`config.mk`:
```
export PLATFORM = sky130hd
export DESIGN_NAME = bus_cycle_ctrl
export DESIGN_NICKNAME = d
export VERILOG_FILES = /design/src/rtl/bus_cycle_ctrl.sv
export SDC_FILE = /design/constraint.sdc
export NUM_CORES = 1
export LEC_CHECK = 0
export ABC_AREA = 1
export CELL_PAD_IN_SITES_DETAIL_PLACEMENT = 0
export CELL_PAD_IN_SITES_GLOBAL_PLACEMENT = 1
export CORE_MARGIN = 1
export CORE_UTILIZATION = 34
export DETAILED_ROUTE_END_ITERATION = 10
export PLACE_DENSITY_LB_ADDON = 0.1
export SLEW_MARGIN = 10
export SYNTH_ARGS = -nofsm -noshare
export SYNTH_HDL_FRONTEND = slang
export SYNTH_SLANG_ARGS = --single-unit
```
`constraint.sdc`:
```
create_clock -name clk -period 3.2 [get_ports clk]
set_input_delay 0.48 -clock clk [delete_from_list [all_inputs] [get_ports clk]]
set_output_delay 0.48 -clock clk [all_outputs]
set_load 0.01 [all_outputs]
```
`src/rtl/bus_cycle_ctrl.sv`:
```
// bus_cycle_ctrl: runs one multiplexed-bus cycle (T1-T2-T3-[TW]-T4) per core request, with HOLD/HLDA bus arbitration.
// Latency: rsp_valid pulses 4 cycles after the req_ready cycle, plus one cycle per wait state (TW).
// Backpressure: req_ready only in IDLE with hold low; at least one IDLE cycle separates consecutive bus cycles.
//
// Optional feature macro: BUS_WAIT_TIMEOUT_EN. When defined, a cycle stuck for 16 consecutive wait
// states is forced to T4 with rsp_err=1 (reads return 16'hFFFF). When undefined, rsp_err is tied to 0.
//
// Ports
//   clk, rst                  clock; asynchronous active-low reset
//   req_valid/req_ready       core request handshake (req_ready is combinational, IDLE only)
//   req_we, req_io, req_bhe_n write / IO-space / high-byte-enable qualifiers of the request
//   req_addr, req_wdata       20-bit physical address, 16-bit write data
//   rsp_valid, rsp_rdata      one-cycle completion pulse; last read data (held across writes)
//   rsp_err                   timeout flag, only meaningful with rsp_valid
//   ad_o/ad_oe/ad_i           multiplexed address/data bus (drive, enable, sample)
//   as_o                      A19:16
//   ale, rd_n, wr_n, m_n, bhe_n, den_n, dt   bus strobes and status
//   rdy                       wait control from the addressed device
//   hold/hlda                 external bus request / grant

module bus_cycle_ctrl (
   input  logic        clk,
   input  logic        rst,
   // core request side
   input  logic        req_valid,
   input  logic        req_we,
   input  logic        req_io,
   input  logic        req_bhe_n,
   input  logic [19:0] req_addr,
   input  logic [15:0] req_wdata,
   output logic        req_ready,
   // core response side
   output logic        rsp_valid,
   output logic [15:0] rsp_rdata,
   output logic        rsp_err,
   // bus side
   output logic [15:0] ad_o,
   output logic        ad_oe,
   input  logic [15:0] ad_i,
   output logic [3:0]  as_o,
   output logic        ale,
   output logic        rd_n,
   output logic        wr_n,
   output logic        m_n,
   output logic        bhe_n,
   output logic        den_n,
   output logic        dt,
   input  logic        rdy,
   input  logic        hold,
   output logic        hlda
);

   typedef enum logic [2:0] {
      IDLE = 3'd0,
      T1   = 3'd1,
      T2   = 3'd2,
      T3   = 3'd3,
      TW   = 3'd4,
      T4   = 3'd5,
      HOLD = 3'd6
   } state_t;

   state_t      state;
   logic [15:0] wdata_q;    // write data, driven in T2
   logic        we_q;       // direction of the cycle in flight
   logic        timeout;    // forces T3/TW -> T4 when the wait limit is hit

   // Accept only in IDLE and only while nobody is asking for the bus.
   // Gated by rst so req_ready reads 0 while reset is held.
   assign req_ready = rst && (state == IDLE) && req_valid && !hold;

`ifdef BUS_WAIT_TIMEOUT_EN
   // wait_cnt counts TW cycles already spent with rdy low; the 16th such
   // TW (wait_cnt == 15) ends the cycle with an error instead of waiting on.
   logic [3:0] wait_cnt;
   logic       err_q;

   assign timeout = (state == TW) && !rdy && (wait_cnt == 4'hF);

   always_ff @(posedge clk or negedge rst) begin
      if (!rst) begin
         wait_cnt <= 4'd0;
         err_q    <= 1'b0;
      end else begin
         // timeout is only true on the TW->T4 edge, so err_q is high only in T4
         err_q <= timeout;
         if (state == T2)
            wait_cnt <= 4'd0;
         else if ((state == TW) && !rdy)
            wait_cnt <= wait_cnt + 4'd1;
      end
   end

   assign rsp_err = err_q;
`else
   assign timeout = 1'b0;
   assign rsp_err = 1'b0;
`endif

   // State and all bus/response outputs are registered together, so every
   // strobe changes on the edge that enters the corresponding T-state.
   always_ff @(posedge clk or negedge rst) begin
      if (!rst) begin
         state     <= IDLE;
         wdata_q   <= 16'h0000;
         we_q      <= 1'b0;
         ad_o      <= 16'h0000;
         ad_oe     <= 1'b0;
         as_o      <= 4'h0;
         ale       <= 1'b0;
         rd_n      <= 1'b1;
         wr_n      <= 1'b1;
         den_n     <= 1'b1;
         m_n       <= 1'b1;
         bhe_n     <= 1'b1;
         dt        <= 1'b0;
         hlda      <= 1'b0;
         rsp_valid <= 1'b0;
         rsp_rdata <= 16'h0000;
      end else begin
         rsp_valid <= 1'b0;

         case (state)
            IDLE: begin
               if (hold) begin
                  // hold beats a simultaneous request
                  state <= HOLD;
                  hlda  <= 1'b1;
                  ad_oe <= 1'b0;
                  ale   <= 1'b0;
                  rd_n  <= 1'b1;
                  wr_n  <= 1'b1;
                  den_n <= 1'b1;
               end else if (req_valid) begin
                  // Address phase outputs are loaded directly from the request;
                  // ad_o/as_o/bhe_n/m_n/dt then hold the latched cycle attributes.
                  state   <= T1;
                  wdata_q <= req_wdata;
                  we_q    <= req_we;
                  ale     <= 1'b1;
                  ad_oe   <= 1'b1;
                  ad_o    <= req_addr[15:0];
                  as_o    <= req_addr[19:16];
                  bhe_n   <= req_bhe_n;
                  m_n     <= req_io;
                  dt      <= req_we;
               end
            end

            T1: begin
               state <= T2;
               ale   <= 1'b0;
               den_n <= 1'b0;
               if (we_q) begin
                  // write keeps driving the bus, now with data
                  ad_o <= wdata_q;
                  wr_n <= 1'b0;
               end else begin
                  // read turns the bus around for the device
                  ad_oe <= 1'b0;
                  rd_n  <= 1'b0;
               end
            end

            T2: begin
               state <= T3;
            end

            T3, TW: begin
               if (rdy || timeout) begin
                  state     <= T4;
                  rd_n      <= 1'b1;
                  wr_n      <= 1'b1;
                  den_n     <= 1'b1;
                  ad_oe     <= 1'b0;
                  rsp_valid <= 1'b1;
                  // writes leave the last read value untouched
                  if (!we_q)
                     rsp_rdata <= timeout ? 16'hFFFF : ad_i;
               end else begin
                  state <= TW;
               end
            end

            T4: begin
               // always pass through IDLE before the next T1
               state <= IDLE;
            end

            HOLD: begin
               if (!hold) begin
                  state <= IDLE;
                  hlda  <= 1'b0;
               end
            end

            default: begin
               state <= IDLE;
            end
         endcase
      end
   end

endmodule

```
Yosys cells after proc, flatten, opt, wreduce, memory -nomap -nowiden

Index checks and enable logic that the tools add are counted.

Mux-type cells: 25
Reduce and logical (&&, ||, !) cells: 19
Bitwise logic cells: 2
Eq/ne operators: 13

Operator list:

| operator                                      | number |
|---|---|
| two-way mux 16 bit                            | 3 |
| case mux 16 bit (2 select lines)              | 1 |
| AND reduction 4 bit                           | 4 |
| case mux 3 bit (5 select lines)               | 1 |
| inequality test 2 bit, second input constant  | 7 |
| case mux 1 bit (3 select lines)               | 4 |
| AND reduction 3 bit                           | 4 |
| two-way mux 1 bit                             | 11 |
| two-way mux 3 bit                             | 3 |
| == test 3 x 2 -> 1 bit, second input constant | 2 |
| == test 3 bit, second input constant          | 2 |
| case mux 1 bit (2 select lines)               | 2 |
| AND reduction 2 bit                           | 2 |
| nonzero test 2 bit                            | 2 |
| == test 3 x 1 -> 1 bit, second input constant | 1 |
| logical AND 1 bit                             | 3 |
| logical NOT 3 bit                             | 1 |
| inequality test 3 bit, second input constant  | 1 |
| nonzero test 3 bit                            | 1 |
| NOT 1 bit                                     | 2 |
| OR reduction 2 bit                            | 1 |
| logical NOT 1 bit                             | 1 |

Flip-flop bits (word level): 65
Word-level logic and storage cells: 74
Output and inout port bits: 48

Depth between registers and ports, before layout

Gate-level depths: netlist of run 1.

Depth in word-level cells: 4
Mapped depth: 9
Gate-level depth less buffers: 8

Worst setup path before layout of run 1

OpenSTA, ideal clock, no wires.

Kind: flip-flop to output port
From: reg state[1]
To: out req_ready
Slack: 1509 ps
Cell stages (with the launch flop): 6
Arrival time: 1211 ps
Path buffers: 0
Path through: dfrtp_1 > nor2_2 > nand3_1 > nor2_2 > inv_1 > nor2_1

Longest elaborated chain between the ends: 4

RTL lines:

| element                        | line | text |
|---|---|---|
| start: declaration             | 63   | `state_t state;` |
| start signal: assignment       | 104  | `state <= IDLE;` |
| start signal: assignment       | 127  | `state <= HOLD;` |
| start signal: assignment       | 137  | `state <= T1;` |
| logical NOT 3 bit              | 70   | `assign req_ready = rst && (state == IDLE) && req_valid && !hold;` |
| logical AND 1 bit (3 in a row) | 70   |  |
| end: declaration               | 31   | `output logic req_ready,` |

Every way passes these cells.

Worst setup path in the final report of run 1

From: in hold
To: out req_ready

Longest elaborated chain between the ends: 2

RTL lines:

| element            | line | text |
|---|---|---|
| start: declaration | 49   | `input logic hold,` |
| logical NOT 1 bit  | -    |  |
| logical AND 1 bit  | 70   |  |

Every way passes these cells.

==> metrics.txt, run 1 <==
status completed; Commonest cells post-synth 121 x nand2_1, 60 x dfrtp_1, 50 x o21ai_0; final setup vio count 0; Setup Skew 0.00992 ns; CP required 2.72 ns; Remaining DRCs 0; period utilization 82.7%; cells on worst reg2reg path 5; Post-Place Worst Slack 0.535 ns; final core utilization 51.0%; Synth Warn # 0; FF+latch area 1630 um^2; post-synth net total 403; multi-input logic area 987 um^2; Hold Buf Count CTS 0; Synth Flop Type dfrtp_1; final-stage net count 508; Routed wire per std cell 12.0 um; # rows 33; Startpoint Class input pin; first-pass GRT wire length 11.2 mm; Final Hold Viols 0; CTS tree done; Async S/R FF share, synth 100%; max-slew violations 0; maximum fanout along the worst path 8; GPL Wtd Cong 0.793; CTS max path bufs 2; clock-pin slew on the worst setup and hold paths 0.07 ns; share of cells above drive strength 1 7.51%; Post-Route WL 6.71 mm; Area Overhead vs Synth 45.0%; IO Count 108; fmax 378 MHz; Port Buffers 106; synthesized area 2890 um^2; worst slew pin tran 0.989 ns; Placed Area 4000 um^2; TritonRoute pass-1 iters 4; Yosys cell types 23; Die W 94.2 um; largest cells by area after synthesis dfrtp_1 52%, nand2_1 16%, o21ai_0 8.7%; CP max stage delay 0.54 ns; die height 94.2 um; crit path max-delay cell type clkdlybuf4s50_1; antenna viol nets, final 0; initial antenna violation count 0; worst r2r src state[1]$_DFFE_PN0P_; GRT overflow 0; VDD IR-drop max 0.000313 V; placed cells 542; worst r2r dst ad_o[11]$_DFFE_PN0P_; clk_lat worst skew 0.34 ns; critical-path cell list clkdlybuf4s50_1, inv_1, nand3_1, nor2_2, inv_1, nor2_1, clkdlybuf4s50_1; Via Count 2471; Pwr Density 913 nW/um^2; Fin Setup TNS 0 ns; PostCTS Resize Cnt 0; initial drt markers 76; max_slew headroom 33.9%; cells after synthesis 343; Setup Crit Path Kind input pin to output port; largest area contributor in the netlist dfrtp_1; Seq/Total Area, Yosys 56.5%; ANT cells 0; Die ar. 8880 um^2; Fill cells 814; WP data arrival 2.17 ns; post-layout instance area 4190 um^2; Worst setup EP type output port; PnR Total Power 3.83 mW; Post-Layout Cell Count 558; unrepaired setup endpoints after global routing no; vias in the first global route 2351; Final min period 2.65 ns; gr usage total 16.6%; number of synthesized register bits 65; Avg Cell Area, Syn 8.43 um^2; HPWL Detailed 4.55 mm; clk root buf clkbuf_8; starting density of the core 35.2%; clk sinks 65; largest net degree at the start of global routing 66; core footprint 8220 um^2; worst hold path class input pin to async pin; H-tree Lvls 3; number of synthesized flops with an enable pin 0; Reg2Reg Setup Slack 1.32 ns; Lkg Pwr 2.04 nW; total CTS buffers 9; WHS 0.424 ns; setup slack after layout 0.553 ns; cell with the most instances after synthesis nand2_1; drt via density 4.43; # Post-CTS Setup Buffers 0; Synth top area share 51.9%; max-cap violations 0
==> power by group <==
part           internal (mW)  leakage, nW  switching [mW]  total [mW]
Sequential              1.25        0.794           0.201        1.45
Clock                  0.401        0.103           0.298       0.698
Combinational          0.812         1.14           0.874        1.69
Total                   2.46         2.04            1.37        3.83
==> how the worst max path moves through the flow <==
stage	slack [ns]	from	to	cells after the start
6_report	0.55	hold	req_ready	7
3_5_place_dp	0.54	hold	req_ready	7
4_1_cts	0.53	hold	req_ready	7
2_1_floorplan	1.51	state[1]$_DFFE_PN0P_	req_ready	5
5_1_grt	0.39	hold	req_ready	7
3_3_place_gp	0.59	hold	req_ready	7
==> cell families (layout without fill, tap and decap cells) <==
| family | Yosys count | after routing | share of synthesized area, % |
|---|---|---|---|
| other cells | 1 | 1 | 0.130 |
| flops | 65 | 65 | 56.5 |
| simple gates | 161 | 161 | 24.1 |
| buf+inv | 60 | 170 | 9.39 |
| compound gates | 56 | 56 | 9.87 |
==> cell usage in the layout (no fill, tap or decap), drive strengths merged <==
cell / count
a21oi: 2
buf: 3
bufinv: 1
clkbuf: 13
clkdlybuf4s50: 105
clkinv: 2
conb: 1
dfrtp: 60
dfstp: 5
inv: 46
nand2: 126
nand3: 23
nand4: 3
nor2: 9
o211ai: 1
o21a: 1
o21ai: 52
==> final cells by class <==
| class | count | area share, % |
|---|---|---|
| well taps | 105 | 3.13 |
| clock inverters | 3 | 0.955 |
| repair buffers | 108 | 25.5 |
| multi-input cells | 218 | 23.5 |
| clock buffers | 13 | 3.79 |
| inverters | 46 | 4.12 |
| flip-flops and latches | 65 | 38.9 |
==> registers in the layout, indices dropped and copies added, names as in the netlist, 3 cells and up <==
register   cells
ad_o          16
state          3
wdata_q       16
rsp_rdata     16
as_o           4
==> worst max-delay path: cells and delay by family <==
family / cells / cell delay (ns)
buffers and inverters: 4 / 1.31
AND/OR/NAND/NOR: 3 / 0.39
==> routing by layer <==
metal | vias up | wire length [um] | global-route usage (%) | part of all wire, %
met5 | - | 0 | 0 | 0
met4 | 0 | 105 | 7.69 | 1.6
met3 | 9 | 465 | 4.13 | 6.9
met2 | 71 | 3090 | 25.8 | 46
met1 | 1119 | 3050 | 21.5 | 45
li1 | 1272 | - | - | -
No activity file was read; power rests on OpenSTA's default activity.
==> inputs of run 2 (changes only) <==
CORE_UTILIZATION = 32   (was 34)
clock period = 2.54 ns   (was 3.2 ns; I/O delays follow)
==> run 2 against run 1 <==
- routed wire length grew 4.0%
- clock skew grew 0.0037 ns
- cell count grew 1.1%
- largest power group unchanged
- total power grew 25%
- combinational power grew 27%
- register-to-register slack lost 0.39 ns
- cell area grew 0.30%
- non-clock buffer count grew 3
- critical path depth shrank 1
==> metrics.txt, run 2 (same netlist as run 1, synthesis figures left out) <==
status completed (unchanged); worst hold path class input pin to async pin (unchanged); GPL Wtd Cong 0.785 (was 0.793); Setup Crit Path Kind flop to output port (was input pin to output port); Die ar. 9420 um^2 (was 8880 um^2); Startpoint Class flop (was input pin); final-stage net count 511 (was 508); max-cap violations 0 (unchanged); maximum fanout along the worst path 7 (was 8); Post-Place Worst Slack 0.274 ns (was 0.535 ns); core footprint 8720 um^2 (was 8220 um^2); H-tree Lvls 3 (unchanged); highest metal used met4 (unchanged); vias in the first global route 2488 (was 2351); first-pass GRT wire length 11.9 mm (was 11.2 mm); clk_lat worst skew 0.35 ns (was 0.34 ns); Setup Skew 0.0136 ns (was 0.00992 ns); die height 97.1 um (was 94.2 um); # rows 34 (was 33); total CTS buffers 9 (unchanged); max_slew headroom 45.0% (was 33.9%); Via Count 2487 (was 2471); Fill cells 861 (was 814); cells on worst reg2reg path 6 (was 5); Pwr Density 1140 nW/um^2 (was 913 nW/um^2); # Post-CTS Setup Buffers 0 (unchanged); worst r2r src state[1]$_DFFE_PN0P_ (unchanged); period utilization 93.5%; Worst setup EP type output port (unchanged); worst r2r dst wdata_q[7]$_DFFE_PN0P_ (was ad_o[11]$_DFFE_PN0P_); WL met1 3.27 mm (was 3.05 mm); CTS tree done (unchanged); unrepaired setup endpoints after global routing no (unchanged); max-slew violations 0 (unchanged); placed cells 548 (was 542); share of cells above drive strength 1 8.11% (was 7.51%); initial drt markers 79 (was 76); drt via density 4.41 (was 4.43); TritonRoute pass-1 iters 4 (unchanged); initial antenna violation count 0 (unchanged); starting density of the core 33.2% (was 35.2%); Post-Layout Cell Count 564 (was 558); Die W 97.1 um (was 94.2 um); Reg2Reg Setup Slack 0.93 ns (was 1.32 ns); Lkg Pwr 2.04 nW (about the same); Post-Route WL 6.98 mm (was 6.71 mm); antenna viol nets, final 0 (unchanged); setup slack after layout 0.165 ns (was 0.553 ns); Hold Buf Count CTS 0 (unchanged); fmax 421 MHz; GRT overflow 0 (unchanged); FF+latch area 1630 um^2 (unchanged); gr usage total 16.0% (was 16.6%); largest net degree at the start of global routing 66 (unchanged); PnR Total Power 4.79 mW (was 3.83 mW); IO Count 108 (unchanged); most frequent cells in the layout 121 x nand2_1, 105 x clkdlybuf4s50_1, 60 x dfrtp_1, 50 x o21ai_0, 44 x inv_1 (unchanged); PostCTS Resize Cnt 0 (unchanged); Top Registers ad_o x16, rsp_rdata x16, wdata_q x16 (unchanged); Fin Setup TNS 0 ns (unchanged); final setup vio count 0 (unchanged); Final Hold Viols 0 (unchanged); most common cell after layout, fill and taps aside nand2_1 (unchanged); worst slew pin tran 0.826 ns (was 0.989 ns); WP data arrival 1.99 ns (was 2.17 ns); multi-input logic area 987 um^2 (unchanged); ANT cells 0 (unchanged); met2 routed WL 2.99 mm (was 3.09 mm); Port Buffers 106 (unchanged); Remaining DRCs 0 (unchanged); HPWL Detailed 4.73 mm (was 4.55 mm); Routed wire per std cell 12.4 um (was 12.0 um); Final min period 2.37 ns; Met3 Wirelength 623 um (was 465 um); Area Overhead vs Synth 45.5% (was 45.0%); VDD IR-drop max 0.000486 V (was 0.000313 V); CTS max path bufs 2 (unchanged); clock-pin slew on the worst setup and hold paths 0.07 ns (about the same); CP required 2.16 ns (was 2.72 ns); clk sinks 65 (unchanged); clk root buf clkbuf_8 (unchanged)
run 2: cell types whose count changed in the layout (fill, tap and decap cells not counted):
| cell | previous run | this run |
|---|---|---|
| bufinv_16 | 1 | 0 |
| buf_4 | 2 | 5 |
| clkinvlp_4 | 0 | 1 |
| clkinv_2 | 2 | 1 |
| clkbuf_8 | 11 | 12 |
run 2: per-layer routing:
| layer | vias to the layer above | global-route usage [%] |
|---|---|---|
| met5 | - | 0 |
| met4 | 0 | 6.20 |
| met3 | 9 | 6.98 |
| met2 | 79 | 23.9 |
| met1 | 1120 | 20.5 |
| li1 | 1279 | - |
run 2: final cells by class:
| type | instances | area share, % |
|---|---|---|
| sequential | 65 | 38.8 |
| timing repair buffer | 111 | 26.0 |
| clock inverter | 2 | 0.297 |
| tap | 108 | 3.21 |
| multi-input combinational | 218 | 23.5 |
| clock buffer | 14 | 4.10 |
| inverter | 46 | 4.10 |
run 2: worst max-delay path: stages, from the launching register on:
cell and delay (ns):
dfrtp_1 0.46, nor2_2 0.22, nand3_1 0.13, nor2_2 0.12, inv_1 0.06, nor2_1 0.09
clkdlybuf4s50_1 0.57
run 2: stage by stage:
stage / util [%] / area (um^2) / hold slack (ns)
6_report: 48.2 / 4210 / 0.297
5_1_grt: 48.2 / 4210 / 0.355
4_1_cts: 48.2 / 4210 / 0.332
3_5_place_dp: 46.1 / 4020 / 0.454
3_3_place_gp: 46.1 / 4020 / 0.449
2_1_floorplan: - / 2890 / 0.0854
run 2: power by group:
group          internal, mW  total (mW)  switching, mW
Sequential             1.57        1.83          0.257
Clock                 0.434       0.828          0.394
Combinational          1.03        2.14           1.11
Total                  3.03        4.79           1.76
run 2: how the worst max path moves through the flow:
stage | from | end | slack, ns | depth (start not counted)
after CTS | state[1]$_DFFE_PN0P_ | req_ready | 0.13 | 6
after global routing | state[1]$_DFFE_PN0P_ | req_ready | 0.05 | 6
after detailed placement | hold | req_ready | 0.27 | 7
after global placement | hold | req_ready | 0.27 | 7
after floorplan | state[1]$_DFFE_PN0P_ | req_ready | 0.95 | 5
final | state[1]$_DFFE_PN0P_ | req_ready | 0.17 | 6
